[config.mk]
export PLATFORM = sky130hd
export DESIGN_NAME = counter8b_sweep_ctrl
export DESIGN_NICKNAME = d
export VERILOG_FILES = /design/src/rtl/counter8b_sweep_ctrl.sv
export SDC_FILE = /design/constraint.sdc
export NUM_CORES = 1
export LEC_CHECK = 0
export ABC_AREA = 0
export CAP_MARGIN = 20
export CORE_UTILIZATION = 50
export CTS_CLUSTER_SIZE = 14
export DETAILED_ROUTE_END_ITERATION = 16
export GPL_TIMING_DRIVEN = 0
export PLACE_DENSITY_LB_ADDON = 0.2
export SYNTH_ARGS = -nofsm -noshare
export SYNTH_HDL_FRONTEND = slang
export SYNTH_SLANG_ARGS = --single-unit
[constraint.sdc]
create_clock -name clk -period 3.27 [get_ports clk]
set_input_delay 0.8175 -clock clk [delete_from_list [all_inputs] [get_ports clk]]
set_output_delay 0.8175 -clock clk [all_outputs]
set_load 0.005 [all_outputs]
[src/rtl/counter8b_sweep_ctrl.sv]
// Triangular sweep sequencer: drives count lo->hi->lo for a programmed number
// of sweeps, dwelling hold+1 cycles at each limit, with busy/done/err status.
module counter8b_sweep_ctrl #(
  parameter int WIDTH  = 8,
  parameter int CYC_W  = 4,
  parameter int HOLD_W = 4
) (
  input  logic              clk,
  input  logic              reset,
  input  logic              start,
  input  logic              abort,
  input  logic [WIDTH-1:0]  lo,
  input  logic [WIDTH-1:0]  hi,
  input  logic [CYC_W-1:0]  cycles,
  input  logic [HOLD_W-1:0] hold,
  output logic [WIDTH-1:0]  count,
  output logic              dir,
  output logic              busy,
  output logic              done,
  output logic              err
);

  typedef enum logic [2:0] {
    IDLE    = 3'd0,
    UP      = 3'd1,
    HOLD_HI = 3'd2,
    DOWN    = 3'd3,
    HOLD_LO = 3'd4
  } state_t;

  state_t              state_q;
  logic [WIDTH-1:0]    count_q;
  logic                dir_q;
  logic                busy_q;
  logic                done_q;
  logic                err_q;
  logic [WIDTH-1:0]    lo_q;
  logic [WIDTH-1:0]    hi_q;
  logic [HOLD_W-1:0]   hold_q;
  logic [CYC_W-1:0]    sweeps_left_q;
  logic [HOLD_W-1:0]   hold_cnt_q;

  // Next count values in both directions; lo<hi is enforced so neither wraps.
  logic [WIDTH-1:0]    count_inc_d;
  logic [WIDTH-1:0]    count_dec_d;
  logic                last_sweep_d;

  assign count_inc_d  = count_q + WIDTH'(1);
  assign count_dec_d  = count_q - WIDTH'(1);
  assign last_sweep_d = (sweeps_left_q == CYC_W'(1));

  always_ff @(posedge clk) begin
    if (reset) begin
      state_q       <= IDLE;
      count_q       <= '0;
      dir_q         <= 1'b1;
      busy_q        <= 1'b0;
      done_q        <= 1'b0;
      err_q         <= 1'b0;
      lo_q          <= '0;
      hi_q          <= '0;
      hold_q        <= '0;
      sweeps_left_q <= '0;
      hold_cnt_q    <= '0;
    end else begin
      done_q <= 1'b0;
      err_q  <= 1'b0;
      if (state_q == IDLE) begin
        if (!abort && start) begin
          if ((lo < hi) && (cycles != '0)) begin
            lo_q          <= lo;
            hi_q          <= hi;
            hold_q        <= hold;
            sweeps_left_q <= cycles;
            count_q       <= lo;
            dir_q         <= 1'b1;
            busy_q        <= 1'b1;
            state_q       <= UP;
          end else begin
            err_q <= 1'b1;
          end
        end
      end else if (abort) begin
        // Abort freezes count and dir where they are.
        state_q <= IDLE;
        busy_q  <= 1'b0;
      end else begin
        case (state_q)
          UP: begin
            count_q <= count_inc_d;
            if (count_inc_d == hi_q) begin
              state_q    <= HOLD_HI;
              hold_cnt_q <= hold_q;
            end
          end
          HOLD_HI, DOWN: begin
            if (state_q == HOLD_HI && hold_cnt_q != '0) begin
              hold_cnt_q <= hold_cnt_q - HOLD_W'(1);
            end else begin
              count_q <= count_dec_d;
              dir_q   <= 1'b0;
              if (count_dec_d == lo_q) begin
                // Bottom of a sweep: finish the run or dwell at lo.
                sweeps_left_q <= sweeps_left_q - CYC_W'(1);
                if (last_sweep_d) begin
                  state_q <= IDLE;
                  busy_q  <= 1'b0;
                  done_q  <= 1'b1;
                end else begin
                  state_q    <= HOLD_LO;
                  hold_cnt_q <= hold_q;
                end
              end else begin
                state_q <= DOWN;
              end
            end
          end
          HOLD_LO: begin
            if (hold_cnt_q != '0) begin
              hold_cnt_q <= hold_cnt_q - HOLD_W'(1);
            end else begin
              count_q <= count_inc_d;
              dir_q   <= 1'b1;
              if (count_inc_d == hi_q) begin
                state_q    <= HOLD_HI;
                hold_cnt_q <= hold_q;
              end else begin
                state_q <= UP;
              end
            end
          end
          default: begin
            state_q <= IDLE;
            busy_q  <= 1'b0;
          end
        endcase
      end
    end
  end

  assign count = count_q;
  assign dir   = dir_q;
  assign busy  = busy_q;
  assign done  = done_q;
  assign err   = err_q;

endmodule

-- Word level (Yosys, flattened, before mapping)
Cells that the tools add are included.
W data, S select, Z words.
- flip-flop bits (word level): 43
- output and inout port bits: 12
- word-level logic and storage cells: 111
- input port bits: 28
- mux-type cells: 46
- bitwise gates (word level): 5
- order comparisons: 1
- reductions and logical operators: 23
- add/subtract/negate cells: 4
- equal/unequal tests: 21
- operator list (operator ; count):
    $mux W4 ; 12
    $mux W8 ; 6
    $mux W3 ; 9
    $pmux W8 S3 ; 1
    $reduce_and A6 Y1 ; 4
    $ne A4 B4 Y1 const B ; 5
    $eq A8 B8 Y1 ; 2
    $mux W1 ; 13
    $ne A3 B3 Y1 const B ; 4
    $pmux W4 S3 ; 1
    $reduce_bool A4 Y1 ; 3
    $reduce_and A5 Y1 ; 2
    $pmux W3 S3 ; 1
    $add A8 B1 Y8 const B ; 1
    $lt A8 B8 Y1 ; 1
    $sub A4 B1 Y4 const B ; 2
    $sub A8 B1 Y8 const B ; 1
    $eq A3 B2 Y1 const B ; 2
    $ne A2 B1 Y1 const B ; 3
    $reduce_bool A3 Y1 ; 2
    $reduce_or A6 Y1 ; 1
    $not A1 Y1 ; 5
    $eq A4 B1 Y1 const B ; 1
    $pmux W1 S2 ; 2
    other kinds (12) ; 16

-- Logic depth before layout (Yosys ltp)
Gate-level depths: netlist of the first run.
- depth in word-level cells: 7
- mapped depth: 10
- mapped depth without buffers: 9

-- Least setup slack after synthesis of the first run
OpenSTA, ideal clock, no wires.
- path kind: input to register
- start: in hi[5]
- end: reg hi_q[0]
- slack: 0.345 ns
- arrival time: 2.797 ns
- stages on the path: 10
- data required time: 3.142 ns
- setup time: 0.128 ns
- cells stage by stage: inv_1 ha_1 a21o_1 a21o_1 a211o_1 a211oi_2 nor3b_2 buf_2 mux2i_1 nor2_1
- word-level cells in the longest chain between the ends: 3
- ends and longest elaborated chain (item ; RTL line ; RTL):
    start, declared ; 13 ; input logic [WIDTH-1:0] hi,
    $lt A8 B8 Y1 ; 70 ; if ((lo < hi) && (cycles != '0)) begin
    $logic_and A1 B1 Y1 ; 70 ;
    $reduce_and A3 Y1 (no line) ; n/a ;
    end signal, assigned ; 72 ; hi_q <= hi;
    end, declared ; 38 ; logic [WIDTH-1:0] hi_q;
No other way between the ends.
A chain may end at the register's enable or synchronous reset.

-- Worst setup path after layout of the first run
- start: in hi[4]
- end: reg lo_q[3]
- word-level cells in the longest chain between the ends: 3
- ends and longest elaborated chain (item ; RTL line ; RTL):
    $lt A8 B8 Y1 ; 70 ;
    $logic_and A1 B1 Y1 ; 70 ;
    $reduce_and A3 Y1 (no line) ; n/a ;
    end signal, assigned ; 71 ; lo_q <= lo;
    end, declared ; 37 ; logic [WIDTH-1:0] lo_q;
No other way between the ends.

==> metrics.md, run 1 <==
| Metric | Value |
|---|---|
| Max IR drop VDD | `220 uV` |
| DIE AREA | `6870 sq um` |
| Post-synthesis cell count | `404` |
| Fraction of layout cells with a size suffix above 1 | `9.23%` |
| Initial Util | `51.8%` |
| Slew margin rel. | `53.2%` |
| Maxcap violations | `0` |
| Ys Warns | `0` |
| WP data arrival | `3400 ps` |
| DP HPWL | `7130 um` |
| Dominant synthesized flop cell | `dfxtp_1` |
| Int Power | `1020 uW` |
| Die W | `82.9 um` |
| Seq pwr share | `37.4%` |
| Max Slew Vio Count | `0` |
| Pwr Density | `396 nW/um^2` |
| Gate power share | `between 30% and 40%` |
| FFs w/ async S/R, synth | `0%` |
| Post-synthesis sequential area ratio | `26.3%` |
| Clock buffer depth | `2` |
| Final setup fails | `0` |
| Total gr overflow | `0` |
| Row count | `29` |
| Number of global-route vias before repair | `3,010` |
| Critical Path Sink Type | `flip-flop` |
| CP Launch Type | `primary input` |
| P_sw | `around 550 uW` |
| Fin Hold WS | `505 ps` |
| Setup Skew | `roughly 5.2 ps` |
| Core Footprint | `6310 sq um` |
| First-pass GRT wire length | `15,100 um` |
| Clk Latency, worst-skew pair | `300 ps` |
| Finished Layout Cells | `532` |
| Mapped cell area | `3270 sq um` |
| Critical R2R Launch | `count[1]` |
| Routed len/inst | `18.0 um` |
| Total wire length | `around 9600 um` |
| Switching share of power | `between 30% and 40%` |
| Crit Path Category | `primary input to flip-flop` |
| CTS Root Cell | `clkbuf_8` |
| Initial antenna violation count | `0` |
| GP Congestion | `around 0.94` |
| Iter 0 DRT Violations | `354` |
| Setup TNS | `0 ps` |
| Ant diodes | `0` |
| I/O pin count | `40` |
| Outcome | `complete, no violations` |
| F_max | `approximately 0.31 GHz` |
| Post-synth EDFFs | `0` |
| Residual DRC | `0` |
| Ranking of synthesized cells by area | `dfxtp_1 26%, mux2i_1 6.7%, a21oi_1 5.4%, nor2_1 4.9%, ha_1 4.6%` |
| Crit share post-route | `~99%` |
| Nets | `495` |
| Synth top area share | `26.3%` |
| Critical Path RT | `3450 ps` |
| Die Span Y | `82.9 um` |
| Placed cell count | `520` |
| Seq cells post-synth | `43` |
| Hold path startpoint | `sweeps_left_q[3]` |
| Critical path peak fanout | `10` |
| PortBufs | `39` |
| H-tree levels | `2` |
| Routed via count | `3,259` |
| CTS Hold Bufs | `0` |
| Vias per Instance | `slightly above 6` |
| HP Class | `flip-flop to flip-flop` |
| Cell taking the most area after synthesis | `dfxtp_1` |
| Clock sinks | `43` |
| Clk pin slew, worst setup/hold paths | `80 ps` |
| Total GRT Usage | `27.4%` |
| CTS tree | `yes` |
| CP Launch Point | `hi[4]` |
| Avg Inst Size Synth | `8.09 sq um` |
| Pin count of the biggest net entering global routing | `13` |
| Pin slew with the least headroom to its limit | `approximately 700 ps` |
| Fin crit period | `3220 ps` |
| Library cells used by synthesis | `77` |
| Final Hold Fails | `0` |
| Layout area overhead | `21.4%` |
| Clock power share | `26.6%` |
| Leak pwr | `0.00148 uW` |
| Cts bufs inserted | `5` |
| 1st-pass router iterations | `5` |
| Net count after synthesis | `444` |
| Post-route ant nets | `0` |
[through the flow]
step	worst slack (ps)	power [uW]	area (sq um)	util [%]
5_1_grt	-7.93	1650	3970	62.9
2_1_floorplan	345	961	3270	-
3_3_place_gp	-516	1120	3760	59.5
4_1_cts	27.8	1550	3890	61.6
3_5_place_dp	-615	1130	3760	59.5
6_report	47.1	1570	3970	62.9
[state kept, by name (all words and copies together) (netlist names)]
name	count
dir	1
state_q	3
count	8
sweeps_left_q	4
hold_cnt_q	4
err	1
hold_q	4
hi_q	8
busy	1
done	1
lo_q	8
[worst max-delay path, cell delays in order]
cell and delay [ps]:
clkdlybuf4s50_1 520, inv_1 70, ha_1 180, a21o_1 170
a21o_1 170, a211o_1 300, a211oi_4 310, nor3b_4 270
buf_6 170, buf_8 160, mux2i_1 200, nor2_1 60
[final cells by class]
cell class                      instances  area (sq um)
Clock buffer                            6          72.6
Tap cell                               77          96.3
Clock inverter                          1          30.0
Multi-Input combinational cell        313          2210
Sequential cell                        43           861
Timing Repair Buffer                   45           459
Fill cell                             564          2340
Inverter                               22          82.6
Buffer                                 25           158
[repair_timing]
item                       CTS  global route
pin swaps                    1             2
buffers inserted             1             4
setup endpoints to repair   23            21
resized for setup            7             5
cloned                       0             1
[path summary, 6_finish.rpt]
kind	end	slack, ps	cells past startpoint
worst max-delay path	lo_q[3]	50	12
worst min-delay path	sweeps_left_q[3]	500	2
worst max register to register	hold_cnt_q[1]	370	9
worst min register to register	sweeps_left_q[3]	500	2
[cells in the mapped netlist (all sizes together), types with 9 or more instances]
master	instances
nor2	44
dfxtp	43
a21oi	35
nand2	27
inv	22
mux2i	22
clkbuf	17
o21ai	16
nor3	13
ha	12
xnor2	10
buf	9
[cell usage in the layout, fill, tap and decap left out, types with 4 or more instances in the layout]
cell type        synthesis  routed
dfxtp_1                 43      43
o31ai_1                  7       7
buf_6                    4       5
ha_1                    12      11
a21oi_1                 35      35
o21ai_1                  8       9
a211o_1                  5       5
nand3_1                  6       6
buf_4                    1       5
nand2_1                 27      27
xnor2_1                 10      10
clkdlybuf4s50_1          0      38
a21o_1                   6       6
clkbuf_8                 0       5
nor2_1                  43      43
nand2b_1                 7       7
nor2b_1                  6       6
clkbuf_1                15      15
xor2_1                   5       5
nor3_1                  11      11
a31oi_1                  4       4
and2_1                   5       5
mux2i_1                 22      22
inv_1                   22      22
a211oi_1                 6       6
o32ai_1                  8       8
o21ai_0                  8       7
and3_1                   4       4
[cell families after synthesis]
kind of cell	share of synthesized area [%]
DFF	26.3
AOI/OAI and AO/OA	25.9
and+or+nand+nor	24.7
xor gates and xnor gates	4.86
muxes	6.74
buffers and inverters	6.85
adders and majority gates	4.59
[per-layer routing]
layer  part of all wire, %  GRT usage (%)  wire [um]  vias up
met3                   6.5           3.88        626       13
met2                    46           44.3       4400      137
li1                      -              -          -     1591
met4                   1.1           5.49        102        0
met1                    47           38.9       4470     1518
met5                     0              0          0        -
[power groups by stage]
stage / Sequential, uW / Combinational, uW / Clock (uW)
global route: 592 / 609 / 447
finish: 588 / 564 / 418
CTS: 587 / 540 / 424
detailed placement: 599 / 530 / 0
floorplan: 592 / 369 / 0
global placement: 597 / 521 / 0
No activity file was read; power rests on OpenSTA's default activity.
==> run 2, diff against run 1 <==
Settings changed: DONT_BUFFER_PORTS from default to 1.
==> run 2 against run 1 <==
  * Count of clock-buffer cells in the layout unchanged
  * Combinational power decreased by 15%
  * Non-clock buffer count is 44 lower
  * Via count shrank 2.7%
  * Global-route usage is 0.37 points lower
  * Routed wire length shrank 3.1%
  * Power fell by 3.5%
  * Cell count fell by 8.1%
  * Register-to-register slack got worse by 40 ps
  * Clock power grew 7.2%
  * Worst hold slack hardly changed
  * Design area shrank 12%
  * Critical path type unchanged
  * Largest power group unchanged
==> metrics.md, run 2 (synthesis results as in run 1) <==
| Metric | Value |
|---|---|
| DIE AREA | `between 6000 and 7000 sq um` |
| CTS Hold Bufs | `0` |
| HP Class | `flip-flop to flip-flop` |
| CP delay by family, top | `compound AO/OA/AOI/OAI gates` |
| Ant diodes | `0` |
| Crit Path Category | `primary input to flip-flop` |
| Number of global-route vias before repair | `2,969` |
| Leak pwr | `0.00129 uW` |
| Finished Layout Cells | `489` |
| Filler Cells Inserted | `601` |
| PortBufs | `0` |
| Total wire length | `9300 um` |
| Critical path peak fanout | `10` |
| Initial Util | `51.8%` |
| Sequential cell area | `roughly 860 sq um` |
| Slew margin rel. | `between 50% and 60%` |
| I/O pin count | `40` |
| CP Cell Sequence | `inv_1 > ha_1 > a21o_1 > a21o_1 > a211o_1 > a211oi_2 > nor3b_2 > buf_2 > mux2i_1 > nor2_1` |
| Setup TNS | `0 ps` |
| GP Congestion | `0.944` |
| Routed len/inst | `roughly 19 um` |
| Setup Skew | `8.96 ps` |
| Die Span Y | `82.9 um` |
| Critical Path RT | `3440 ps` |
| Critical path's largest stage delay | `410 ps` |
| DP HPWL | `6930 um` |
| CP Launch Type | `primary input` |
| Layout area overhead | `6.54%` |
| Clock buffer depth | `2` |
| Die W | `around 83 um` |
| CTS tree | `yes` |
| Max Slew Vio Count | `0` |
| Post-route ant nets | `0` |
| Outcome | `complete, no violations` |
| Cell count along the critical path | `10` |
| Total gr overflow | `0` |
| Fin crit period | `3030 ps` |
| Pwr Density | `around 440 nW/um^2` |
| Nets | `451` |
| Hold path depth | `2` |
| Iter 0 DRT Violations | `211` |
| Cts bufs inserted | `5` |
| Clock sinks | `43` |
| PostCTS Resize Cnt | `0` |
| Max IR drop VDD | `between 200 and 300 uV` |
| Core Footprint | `between 6000 and 7000 sq um` |
| Residual DRC | `0` |
| Total GRT Usage | `27.1%` |
| Pin slew with the least headroom to its limit | `720 ps` |
| WP buf/inv | `2` |
| Worst path most repeated cell | `a21o_1` |
| 1st-pass router iterations | `5` |
| Critical Path Sink Type | `flip-flop` |
| Final Hold Fails | `0` |
| RSZ-0062 raised after global routing | `false` |
| Maxcap violations | `0` |
| First-pass GRT wire length | `about 15,000 um` |
| Initial antenna violation count | `0` |
| Post-CTS Setup Bufs | `0` |
| Fraction of layout cells with a size suffix above 1 | `8.98%` |
| Fin Hold WS | `505 ps` |
| Crit share post-route | `92.6%` |
| CP max stage cell | `buf_2` |
| Placed cell count | `481` |
| Worst r2r path cells | `9` |
| Routed via count | `around 3,200` |
| Most frequent cells in the layout | `43 x nor2_1, 43 x dfxtp_1, 35 x a21oi_1` |
| Clk pin slew, worst setup/hold paths | `90 ps` |
| F_max | `between 0.3 and 0.4 GHz` |
| WP data arrival | `3200 ps` |
| Area of the multi-input gates | `2180 sq um` |
| CTS Root Cell | `clkbuf_8` |
| H-tree levels | `2` |
| Clk Latency, worst-skew pair | `300 ps` |
| Vias per Instance | `~6.5` |
| Row count | `29` |
| Final setup fails | `0` |
| Pin count of the biggest net entering global routing | `14` |
-- run 2: cell count changes in the layout (fill, tap and decap cells not counted), moves of 2 or more --
cell,before,now
buf_2,2,4
buf_4,5,1
clkdlybuf4s50_1,38,0
buf_8,2,0
-- run 2: report_power, final --
part           total [uW]  internal [uW]  leakage, uW  switching [uW]
clock                 448            248    0.0000612             200
sequential            590            554     0.000350            36.4
combinational         477            185     0.000880             293
total                1520            986      0.00129             529
-- run 2: final timing paths --
check / endpoint / slack, ps / start
worst min register to register: sweeps_left_q[3] / 510 / sweeps_left_q[3]
worst min-delay path: sweeps_left_q[3] / 510 / sweeps_left_q[3]
worst max register to register: sweeps_left_q[2] / 330 / count[1]
worst max-delay path: hi_q[5] / 240 / hi[5]
-- run 2: area by class of cell --
type                            count  share of cell area, %
Inverter                           22                   2.37
Clock inverter                      2                   1.01
Multi-Input combinational cell    313                   62.7
Buffer                             26                   4.06
Sequential cell                    43                   24.7
Clock buffer                        6                   2.37
Tap cell                           77                   2.77
-- run 2: metal layers --
metal | GRT usage [%] | up-vias | wire (um)
met3 | 6.16 | 21 | 925
li1 | - | 1496 | -
met4 | 9.40 | 0 | 221
met1 | 36.5 | 1498 | 4000
met5 | 0 | - | 0
met2 | 42.5 | 157 | 4150
-- run 2: worst reg2reg max path: stages (launching register included) --
cell and delay (ps):
dfxtp_1 560, inv_1 80, ha_1 400, xor2_1 180
nand2_1 110, a211o_1 280, nor4_4 390, nand3_2 220
or4_1 520, o211ai_1 110
-- run 2: per-stage QoR --
stage | total power [uW] | instance area, sq um | setup slack, ps | util, %
floorplan | 961 | 3270 | 345 | -
global placement | 1060 | 3370 | -23.8 | 53.3
detailed placement | 1070 | 3370 | -64.0 | 53.3
CTS | 1510 | 3480 | 252 | 55.2
global route | 1590 | 3480 | 81.4 | 55.2
finish | 1520 | 3480 | 242 | 55.2
==> run 3, diff against run 2 <==
--- a/constraint.sdc
+++ b/constraint.sdc
@@ -3,2 +3,2 @@
 set_output_delay 0.8175 -clock clk [all_outputs]
-set_load 0.005 [all_outputs]
+set_load 0.05 [all_outputs]
==> run 3 against run 2 <==
  * Non-clock buffer count increased by 4
  * Setup slack worse by 52 ps
  * Critical path depth stayed put
  * Die area stayed put
  * Sequential share of layout area shrank 0.16 points
  * Clock power barely moved
  * Clock skew up 1.5 ps
  * Worst hold slack improved by 0.69 ps
  * Maximum frequency is 1.7% lower
  * Power is 3.4% higher
  * Sequential power rose by 6.8%
  * Largest power group unchanged
  * Cell count grew 0.82%
==> metrics.md, run 3 (synthesis results as in run 1) <==
| Metric | Value |
|---|---|
| Total gr overflow | `0` |
| Core Footprint | `6310 sq um` |
| Pre-CTS setup slack | `-64.0 ps` |
| Most frequent cells in the layout | `43 x nor2_1, 41 x dfxtp_1, 35 x a21oi_1` |
| Row count | `29` |
| DIE AREA | `6870 sq um` |
| Max IR drop VDD | `300 uV` |
| Total GRT Usage | `27.1%` |
| CTS tree | `yes` |
| HP Class | `flip-flop to flip-flop` |
| Routed via count | `between 3,000 and 4,000` |
| CP Launch Point | `count[0]` |
| H-tree levels | `2` |
| I/O pin count | `40` |
| Number of global-route vias before repair | `around 3,000` |
| WP data arrival | `3300 ps` |
| CP delay by family, top | `simple AND/OR/NAND/NOR gates` |
| Most common cell after layout, fill and taps aside | `nor2_1` |
| Fin Hold WS | `506 ps` |
| CP Launch Type | `flip-flop` |
| PortBufs | `0` |
| Finished Layout Cells | `493` |
| Pwr Density | `446 nW/um^2` |
| Crit Path Category | `flip-flop to flip-flop` |
| Critical path peak fanout | `9` |
| Clock buffer depth | `2` |
| Pin count of the biggest net entering global routing | `14` |
| Die W | `between 80 and 90 um` |
| Vias per Instance | `6.44` |
| Critical R2R Launch | `count[0]` |
| Max Slew Vio Count | `0` |
| GP Congestion | `0.944` |
| Final setup fails | `0` |
| RSZ-0062 raised after global routing | `false` |
| 1st-pass router iterations | `5` |
| CP Cell Sequence | `buf_6 > inv_1 > ha_1 > xor2_1 > nand2_1 > a211o_1 > nor4_4 > nand3_2 > or4_1 > o211ai_1` |
| Clock sinks | `43` |
| Total wire length | `approximately 9400 um` |
| Hold path startpoint | `sweeps_left_q[3]` |
| Nets | `455` |
| Cell count along the critical path | `10` |
| Leak pwr | `0.00131 uW` |
| Critical path's largest stage delay | `530 ps` |
| Cts bufs inserted | `5` |
| Clk Latency, worst-skew pair | `310 ps` |
| Iter 0 DRT Violations | `~270` |
| Outcome | `complete, no violations` |
| Crit share post-route | `between 90 and 100%` |
| CTS Root Cell | `clkbuf_8` |
| Placed cell count | `481` |
| Die Span Y | `between 80 and 90 um` |
| Maxcap violations | `0` |
| Residual DRC | `0` |
| Clk pin slew, worst setup/hold paths | `90 ps` |
| Hold path depth | `2` |
| Setup TNS | `0 ps` |
| Post-route ant nets | `0` |
| Final Hold Fails | `0` |
| WP buf/inv | `2` |
| CTS Hold Bufs | `0` |
| F_max | `0.325 GHz` |
| Fraction of layout cells with a size suffix above 1 | `10.3%` |
| Critical Path Sink Type | `flip-flop` |
| Final worst slack | `190 ps` |
| Pin slew with the least headroom to its limit | `739 ps` |
| Slew margin rel. | `50.2%` |
| Initial antenna violation count | `0` |
| Setup Skew | `10.4 ps` |
| Routed len/inst | `around 19 um` |
| Ant diodes | `0` |
| Initial Util | `51.8%` |
| Layout area overhead | `7.54%` |
| Fin crit period | `3080 ps` |
| Worst r2r path cells | `10` |
| First-pass GRT wire length | `14,800 um` |
| DP HPWL | `6930 um` |
| CP max stage cell | `dfxtp_2` |
| Critical Path RT | `3490 ps` |
==> run 3: area by class of cell <==
| cell class | count | area, sq um |
|---|---|---|
| sequential | 43 | 863 |
| buffer | 26 | 141 |
| clock inverter | 2 | 35.0 |
| timing repair buffer | 4 | 30.0 |
| clock buffer | 6 | 82.6 |
| inverter | 22 | 82.6 |
| multi-input combinational | 313 | 2180 |
| fill | 604 | 2800 |
| tap | 77 | 96.3 |
==> run 3: per-layer routing <==
layer	part of all wire (%)	track usage [%]	up-vias	wire length, um
met4	2.2	9.40	0	202
li1	-	-	1507	-
met2	45	42.5	170	4170
met1	43	36.5	1478	4000
met3	11	6.16	18	987
met5	0	0	-	0
==> run 3: power breakdown <==
group | internal, uW | leakage [uW] | switching (uW)
Clock | 248 | 0.0000612 | 202
Combinational | 192 | 0.000901 | 295
Sequential | 555 | 0.000350 | 75.7
==> run 3: final timing paths <==
path | to | slack [ps]
max | sweeps_left_q[2] | 190
min | sweeps_left_q[3] | 510
max reg2reg | sweeps_left_q[2] | 190
min reg2reg | sweeps_left_q[3] | 510
==> run 3: worst min-delay path: stages, from the launching register on <==
cell	delay, ps
dfxtp_1	310
nand3b_1	80
o22ai_1	70
==> run 3: timing repair <==
item	4_1_cts	5_1_grt
buffers inserted	0	4
endpoints found under the setup margin	0	5
resized for setup	0	2
==> run 3: through the flow <==
| step | total power [uW] | util [%] | area, sq um |
|---|---|---|---|
| finish | 1570 | 55.7 | 3520 |
| global route | 1640 | 55.7 | 3520 |
| CTS | 1550 | 55.2 | 3480 |
| detailed placement | 1110 | 53.3 | 3370 |
| global placement | 1100 | 53.3 | 3370 |
| floorplan | 1000 | - | 3270 |
